<file path="src/rtl/pixel_readout_ctrl_pkg.sv">
// Shared state encoding and default geometry for the pixel-readout hierarchy.
package pixel_readout_ctrl_pkg;

  localparam int unsigned DEF_WID        = 8;
  localparam int unsigned DEF_SETTLE     = 2;
  localparam int unsigned DEF_PULSE_W    = 1;
  localparam int unsigned DEF_FIFO_DEPTH = 4;
  localparam int unsigned DEF_CNT_W      = 12;

  typedef enum logic [2:0] {
    ST_IDLE    = 3'd0,
    ST_ARM     = 3'd1,
    ST_SETTLE  = 3'd2,
    ST_LATCH   = 3'd3,
    ST_PULSE   = 3'd4,
    ST_RECOVER = 3'd5,
    ST_FINISH  = 3'd6
  } state_e;

endpackage

</file>
<file path="src/rtl/readout_fifo.sv">
// Synchronous first-word-fall-through FIFO for captured pixel addresses.
module readout_fifo #(
  parameter int unsigned WID        = 8,
  parameter int unsigned FIFO_DEPTH = 4
) (
  input  logic           CLK,
  input  logic           RSTN,
  input  logic           push,
  input  logic [WID-1:0] din,
  input  logic           pop,
  output logic [WID-1:0] dout,
  output logic           empty,
  output logic           full
);

  localparam int unsigned AW = $clog2(FIFO_DEPTH);

  logic [WID-1:0] mem [FIFO_DEPTH];
  logic [AW:0]    wr_ptr;
  logic [AW:0]    rd_ptr;
  logic           do_push;
  logic           do_pop;

  assign empty   = (wr_ptr == rd_ptr);
  assign full    = (wr_ptr[AW] != rd_ptr[AW]) && (wr_ptr[AW-1:0] == rd_ptr[AW-1:0]);
  assign do_push = push & ~full;
  assign do_pop  = pop & ~empty;
  // Head reads as zero while empty so the output is clean out of reset.
  assign dout    = empty ? '0 : mem[rd_ptr[AW-1:0]];

  always_ff @(posedge CLK or negedge RSTN) begin
    if (!RSTN) begin
      wr_ptr <= '0;
      rd_ptr <= '0;
    end else begin
      if (do_push) wr_ptr <= wr_ptr + (AW+1)'(1);
      if (do_pop)  rd_ptr <= rd_ptr + (AW+1)'(1);
    end
  end

  always_ff @(posedge CLK) begin
    if (do_push) mem[wr_ptr[AW-1:0]] <= din;
  end

endmodule

</file>
<file path="src/rtl/pixel_readout_ctrl.sv">
// Frame readout sequencer: drains the pixel priority tree one hit per iteration
// into an output FIFO, driving the tree address-enable and clear clock.
module pixel_readout_ctrl
  import pixel_readout_ctrl_pkg::*;
#(
  parameter int unsigned WID        = DEF_WID,
  parameter int unsigned SETTLE     = DEF_SETTLE,
  parameter int unsigned PULSE_W    = DEF_PULSE_W,
  parameter int unsigned FIFO_DEPTH = DEF_FIFO_DEPTH,
  parameter int unsigned CNT_W      = DEF_CNT_W
) (
  input  logic             CLK,
  input  logic             RSTN,
  input  logic             START,
  output logic             BUSY,
  output logic             DONE,
  input  logic             TREE_VALID,
  input  logic [WID-1:0]   TREE_ADDR,
  output logic             ADDREI,
  output logic             CLKOUT,
  output logic             DOUT_VALID,
  input  logic             DOUT_READY,
  output logic [WID-1:0]   DOUT_ADDR,
  output logic [CNT_W-1:0] HIT_CNT,
  output logic             OVERFLOW
);

  localparam int unsigned TMAX = (SETTLE > PULSE_W) ? SETTLE : PULSE_W;
  localparam int unsigned TW   = (TMAX > 1) ? $clog2(TMAX) : 1;

  state_e        state;
  state_e        state_nxt;
  logic [TW-1:0] tmr;
  logic [TW-1:0] tmr_nxt;
  logic          push_c;
  logic          pop_c;
  logic          fifo_empty;
  logic          fifo_full;

  readout_fifo #(
    .WID       (WID),
    .FIFO_DEPTH(FIFO_DEPTH)
  ) u_fifo (
    .CLK  (CLK),
    .RSTN (RSTN),
    .push (push_c),
    .din  (TREE_ADDR),
    .pop  (pop_c),
    .dout (DOUT_ADDR),
    .empty(fifo_empty),
    .full (fifo_full)
  );

  assign DOUT_VALID = ~fifo_empty;
  assign pop_c      = DOUT_VALID & DOUT_READY;

  always_ff @(posedge CLK or negedge RSTN) begin
    if (!RSTN) begin
      state <= ST_IDLE;
      tmr   <= '0;
    end else begin
      state <= state_nxt;
      tmr   <= tmr_nxt;
    end
  end

  // Next state; the ARM full-check reserves the slot that LATCH later fills.
  always_comb begin
    state_nxt = state;
    tmr_nxt   = tmr;
    push_c    = 1'b0;
    unique case (state)
      ST_IDLE: begin
        if (START) state_nxt = ST_ARM;
      end
      ST_ARM: begin
        if (!TREE_VALID) begin
          state_nxt = ST_FINISH;
        end else if (!fifo_full) begin
          state_nxt = ST_SETTLE;
          tmr_nxt   = TW'(SETTLE - 1);
        end
      end
      ST_SETTLE: begin
        if (tmr == '0) state_nxt = ST_LATCH;
        else           tmr_nxt   = tmr - TW'(1);
      end
      ST_LATCH: begin
        push_c    = 1'b1;
        state_nxt = ST_PULSE;
        tmr_nxt   = TW'(PULSE_W - 1);
      end
      ST_PULSE: begin
        if (tmr == '0) begin
          state_nxt = ST_RECOVER;
          tmr_nxt   = TW'(SETTLE - 1);
        end else begin
          tmr_nxt = tmr - TW'(1);
        end
      end
      ST_RECOVER: begin
        if (tmr == '0) state_nxt = ST_ARM;
        else           tmr_nxt   = tmr - TW'(1);
      end
      ST_FINISH: begin
        state_nxt = ST_IDLE;
      end
      default: begin
        state_nxt = ST_IDLE;
      end
    endcase
  end

  // Tree-facing strobes are registered from the next state so they track it exactly.
  always_ff @(posedge CLK or negedge RSTN) begin
    if (!RSTN) begin
      BUSY     <= 1'b0;
      DONE     <= 1'b0;
      ADDREI   <= 1'b0;
      CLKOUT   <= 1'b0;
      HIT_CNT  <= '0;
      OVERFLOW <= 1'b0;
    end else begin
      BUSY   <= (state_nxt != ST_IDLE);
      DONE   <= (state_nxt == ST_FINISH);
      ADDREI <= (state_nxt != ST_IDLE) && (state_nxt != ST_FINISH);
      CLKOUT <= (state_nxt == ST_PULSE);
      if ((state == ST_IDLE) && START) begin
        HIT_CNT  <= '0;
        OVERFLOW <= 1'b0;
      end else if (push_c) begin
        if (&HIT_CNT) OVERFLOW <= 1'b1;
        else          HIT_CNT  <= HIT_CNT + CNT_W'(1);
      end
    end
  end

endmodule

</file>
<file path="config.mk">
export PLATFORM = sky130hd
export DESIGN_NAME = pixel_readout_ctrl
export DESIGN_NICKNAME = d
export VERILOG_FILES = /design/src/rtl/pixel_readout_ctrl_pkg.sv /design/src/rtl/readout_fifo.sv /design/src/rtl/pixel_readout_ctrl.sv
export SDC_FILE = /design/constraint.sdc
export NUM_CORES = 1
export LEC_CHECK = 0
export CAP_MARGIN = 20
export CORE_MARGIN = 3
export CORE_UTILIZATION = 35
export CTS_CLUSTER_SIZE = 28
export DETAILED_ROUTE_END_ITERATION = 6
export HOLD_SLACK_MARGIN = 0.08
export PLACE_DENSITY_LB_ADDON = 0.2
export SLEW_MARGIN = 20
export SYNTH_ARGS = -nofsm -noshare
export SYNTH_HDL_FRONTEND = slang
export SYNTH_SLANG_ARGS = --single-unit
</file>
<file path="constraint.sdc">
create_clock -name CLK -period 4.5 [get_ports CLK]
set_clock_uncertainty 0.1 [all_clocks]
set_input_delay 0.9 -clock CLK [delete_from_list [all_inputs] [get_ports CLK]]
set_output_delay 0.9 -clock CLK [all_outputs]
set_load 0.01 [all_outputs]
</file>
==> flow_summary.yaml, run 1 <==
status:
  status: "complete, no violations"
timing:
  timing.fmax_mhz: 286
  slew_headroom: 0.514
  fin_setup_tns_ps: 0
  drv_slew: 0
  setup_violations: 0
  grt_setup_unrepaired: "false"
  min_period_over_period: 0.777
  hold_slack_ps: 387
  post-route-min-period_ps: 3500
  fin_ws_ps: 1000
  tightest_slew_ps: 723
  hold_viol: 0
drt:
  drt_wl_total_mm: 5.20
  viasPerCell: 4.94
  wire_per_inst_um: 14.9
  drt_pre_antenna_iters: 4
  ant_nets: 0
  first_iter_violations: 65
  via_count: 1719
  drc: 0
global_routing:
  antenna_found_initial: 0
  grt_pass1_vias: 1774
  overflow: 0
  grt_pass1_wl_mm: 8.72
  grt_max_degree: 28
  gr-usage-met3: 0.0409
  grtUsageMet2: 0.207
  grt_busiest_layer: "met2"
  met1_usage: 0.169
  grt_usage: 0.132
floorplan:
  die_area_um2: 8850
  ios: 39
  row_count: 31
  die_w_um: 94.1
  initial_core_util: 0.367
  die_h_um: 94.1
  fp.coreArea_um2: 7410
clock_network:
  clkSlewWorstSetupHoldPaths_ps: 70
  cts_root_buf: "clkbuf_8"
  cts_setup_buffers: 0
  tritoncts: "done"
  clock-sinks: 59
  cts.path.max_buffers: 2
  cts_hold_buf: 0
  htreeDepth: 3
  insertion_delay_ps: 340
  numCtsBuffers: 9
  post_cts_resized: 0
synthesis:
  async_flop_share: 0.458
  synth_seq_cells: 59
  synth_nets: 223
  syn_area_um2: 2720
  synthFlopType: "edfxtp_1"
  yosysSeqAreaShare: 0.602
  yosysWarnings: 0
  synth_cells: 203
  ys_types: 47
  synth-edff-count: 32
  syn_avg_cell_area_um2: 13.4
finish:
  nets: 264
  final_cells: 348
  antenna-diode-count: 0
  utilization: 0.459
  area_growth_syn_to_layout_pct: 25.2
  final_area_um2: 3400
  mostFrequentLayoutCells: "clkdlybuf4s50_1, edfxtp_1, dfrtp_1, nand2_1, and2_1"
  drive_gt1_frac: 0.124
  final_common_cell: "clkdlybuf4s50_1"
placement:
  placed_area_um2: 3170
  gp_congestion: 0.738
  io_buffers: 38
  pre_cts_ws_ps: 1310
  dp_hpwl_mm: 3.60
  dp.cells: 332
job:
  max_cap_violations: 0
worst_setup_path:
  worstSetupEndpointType: "output pin"
  crit_fanout: 11
  worstPathRequired_ps: 3500
  critical_path_class: "reg -> out"
  cp.arrival_ps: 2500
  start_kind: "flop"
power_and_ir_drop:
  total_power_mw: 2.00
  irDropWorstVdd_mv: 0.158
  p_switching_uw: 611
  seq_power_share: 0.383
  clkPwrFrac: 0.283
  p_int_mw: 1.39
  leakagePower_nw: 1.29
  power_frac_comb: 0.333
  p_per_area_nw_per_um2: 589
  switching_share: 0.305
worst_hold_path:
  hold_path_class: "reg -> reg"
per-layer routing:
| metal | part of all wire | vias to the layer above |
|---|---|---|
| li1 | - | 843 |
| met1 | 0.46 | 840 |
| met2 | 0.48 | 29 |
| met3 | 0.043 | 7 |
| met4 | 0.015 | 0 |
| met5 | 0 | - |
layout make-up:
| class | instances | area (um2) |
|---|---|---|
| Inverter | 6 | 22.5 |
| Clock buffer | 10 | 128 |
| Multi-Input combinational cell | 129 | 998 |
| Fill cell | 668 | 4010 |
| Timing Repair Buffer | 39 | 388 |
| Tap cell | 99 | 124 |
| Clock inverter | 6 | 104 |
| Sequential cell | 59 | 1640 |
cell usage after synthesis (2+ instances only):
master    number  share of area
edfxtp_1      32           0.35
dfrtp_1       27           0.25
nand2_1       15          0.021
and2_1        14          0.032
a21oi_1        8          0.015
mux4_2         8          0.066
ha_1           7          0.032
nand3_1        7          0.013
o21ai_0        7          0.013
inv_1          6         0.0083
nor2_1         5         0.0069
xnor2_1        5          0.016
and3_1         4         0.0092
mux2i_1        4          0.015
nor2b_1        4         0.0092
nor3_1         4         0.0074
a31oi_1        3         0.0069
clkbuf_1       3         0.0041
o31ai_1        3         0.0083
or4_1          3         0.0083
buf_2          2         0.0037
buf_4          2         0.0055
buf_6          2         0.0083
mux2_2         2         0.0083
nand4_1        2         0.0046
or2_2          2         0.0046
xor2_1         2         0.0064
state kept, by name, summed over array words and instances, names as in the netlist, 3 cells and up:
signal,count
u_fifo.wr_ptr,3
u_fifo.mem,32
HIT_CNT,12
state,3
u_fifo.rd_ptr,3
logic make-up (layout without fill, tap and decap cells):
| kind of cell | Yosys count | after routing | synth area share |
|---|---|---|---|
| simple gates | 66 | 66 | 0.136 |
| flops | 59 | 59 | 0.602 |
| compound gates | 35 | 35 | 0.0871 |
| buf+inv | 15 | 61 | 0.0299 |
| mux | 14 | 14 | 0.0894 |
| fa+ha+maj | 7 | 7 | 0.0322 |
| xor+xnor | 7 | 7 | 0.0226 |
power by group through the flow:
stage                     combinational (mW)  clock (mW)  sequential (mW)
after detailed placement               0.672           0            0.781
after CTS                              0.678       0.578            0.770
after global placement                 0.663           0            0.778
final                                  0.667       0.567            0.768
after global routing                   0.745       0.604            0.785
after floorplan                        0.487           0            0.710
critical path: stages (launching register included):
cell	delay, ps
dfrtp_1	770
xnor2_1	260
nand3b_1	370
and2_1	270
clkdlybuf4s50_1	480
worst paths after layout:
check | from | slack (ps) | depth (start not counted) | end
worst max-delay path | u_fifo.rd_ptr[0]$_DFFE_PN0P_ | 1000 | 4 | DOUT_ADDR[0]
worst min-delay path | u_fifo.wr_ptr[2]$_DFFE_PN0P_ | 390 | 1 | u_fifo.wr_ptr[2]$_DFFE_PN0P_
worst max register to register | u_fifo.rd_ptr[0]$_DFFE_PN0P_ | 2020 | 3 | u_fifo.mem[3][3]$_DFFE_PP_
worst min register to register | u_fifo.wr_ptr[2]$_DFFE_PN0P_ | 390 | 1 | u_fifo.wr_ptr[2]$_DFFE_PN0P_
max in group asynchronous | RSTN | 3200 | 2 | state[2]$_DFF_PN0_
min in group asynchronous | RSTN | 830 | 2 | HIT_CNT[6]$_DFFE_PN0P_
Note: power is estimated with default switching activity, not from simulation.
==> inputs of run 2 (changes only) <==
- clock period: 4.5 -> 3 ns (I/O delays scaled with it)
==> run 2 against run 1 <==
Net effect: first-iteration DRC count decreased by 9.2%; global-route usage down 0.34 points; routed wire length is 0.62% lower; combinational power rose by 66%; clock power is 34% higher; sequential power grew 42%; setup slack worse by 760 ps; hold slack better by 2.8 ps; via count up 2.3%; largest cell class unchanged; highest routed layer unchanged.
==> flow_summary.yaml, run 2 (synthesis results as in run 1) <==
worst_setup_path:
  crit_fanout: 5
  worstSetupEndpointType: "output pin"
  start_kind: "flop"
  critical_path_class: "reg -> out"
  worstPathRequired_ps: 2300
  cp.arrival_ps: 2060
drt:
  via_count: 1758
  viasPerCell: 4.98
  drt_wl_total_mm: 5.17
  ant_nets: 0
  drc: 0
  wire_per_inst_um: 14.6
  first_iter_violations: 59
  drt_pre_antenna_iters: 4
clock_network:
  cts.path.max_buffers: 2
  htreeDepth: 3
  cts_hold_buf: 0
  cts_root_buf: "clkbuf_8"
  post_cts_resized: 0
  clock-sinks: 59
  numCtsBuffers: 9
  insertion_delay_ps: 330
  clkSlewWorstSetupHoldPaths_ps: 60
  cts_setup_buffers: 0
  tritoncts: "done"
timing:
  timing.fmax_mhz: 362
  fin_setup_tns_ps: 0
  grt_setup_unrepaired: "false"
  drv_slew: 0
  setup_violations: 0
  post-route-min-period_ps: 2760
  slew_headroom: 0.513
  min_period_over_period: 0.920
  fin_ws_ps: 240
  hold_viol: 0
  tightest_slew_ps: 726
status:
  status: "complete, no violations"
placement:
  placed_area_um2: 3190
  dp_hpwl_mm: 3.59
  io_buffers: 38
  pre_cts_ws_ps: 432
  gp_congestion: 0.794
job:
  max_cap_violations: 0
floorplan:
  die_h_um: 94.1
  fp.coreArea_um2: 7410
  initial_core_util: 0.367
  ios: 39
  die_w_um: 94.1
  die_area_um2: 8850
  row_count: 31
power_and_ir_drop:
  p_per_area_nw_per_um2: 868
  leakagePower_nw: 1.30
  irDropWorstVdd_mv: 0.301
worst_hold_path:
  hold_path_class: "reg -> reg"
global_routing:
  grt_max_degree: 28
  grt_usage: 0.128
  grt_pass1_wl_mm: 8.51
  overflow: 0
  antenna_found_initial: 0
  grt_pass1_vias: 1733
finish:
  mostFrequentLayoutCells: "clkdlybuf4s50_1, edfxtp_1, dfrtp_1, nand2_1, and2_1"
  drive_gt1_frac: 0.138
  nets: 269
  utilization: 0.461
  area_growth_syn_to_layout_pct: 25.7
  antenna-diode-count: 0
  final_area_um2: 3410
  final_common_cell: "clkdlybuf4s50_1"
  largest_reg_flops: 32
## run 2: cell types whose count changed in the layout (fill, tap and decap cells not counted), sizes merged
cell / previous run / this run
bufinv: 3 / 2
buf: 1 / 6
clkinvlp: 0 / 1
## run 2: worst paths after layout
check                                             start                            to  slack, ps  cells past startpoint
max in group asynchronous                          RSTN                DONE$_DFF_PN0_       1980                      2
max reg2reg                          state[2]$_DFF_PN0_    u_fifo.mem[3][6]$_DFFE_PP_        780                      3
min                        u_fifo.wr_ptr[2]$_DFFE_PN0P_  u_fifo.wr_ptr[2]$_DFFE_PN0P_        390                      1
min reg2reg                u_fifo.wr_ptr[2]$_DFFE_PN0P_  u_fifo.wr_ptr[2]$_DFFE_PN0P_        390                      1
min in group asynchronous                          RSTN        HIT_CNT[6]$_DFFE_PN0P_        540                      2
max                        u_fifo.rd_ptr[0]$_DFFE_PN0P_                  DOUT_ADDR[1]        240                      4
## run 2: cell type report
cell class / instances / area [um2]
fillers: 663 / 3990
flip-flops and latches: 59 / 1640
multi-input cells: 129 / 998
repair buffers: 44 / 425
clock buffers: 10 / 128
well taps: 99 / 124
clock inverters: 6 / 80.1
inverters: 6 / 22.5
## run 2: stage by stage
stage / total power [mW] / instances / hold slack (ps)
6_report: 2.96 / 353 / 390
5_1_grt: 3.17 / 353 / 406
4_1_cts: 2.99 / 351 / 392
3_5_place_dp: 2.21 / 335 / 380
3_3_place_gp: 2.20 / 335 / 376
2_1_floorplan: 1.79 / 203 / 204
## run 2: worst max-delay path, stage by stage, from the launching register on
cell and delay [ps]:
dfrtp_1 400, buf_4 190, mux4_2 510, and2_1 170
clkdlybuf4s50_1 470
## run 2: per-layer routing
layer | vias up | global-route usage | wire length, um
met5 | - | 0 | 0
met4 | 0 | 0.0794 | 71
met3 | 6 | 0.0304 | 182
met2 | 33 | 0.197 | 2600
met1 | 861 | 0.163 | 2310
li1 | 858 | - | -
## run 2: report_power, final
group	switching, mW	total (mW)	internal (mW)
combinational	0.499	1.11	0.616
clock	0.296	0.757	0.460
sequential	0.117	1.09	0.975
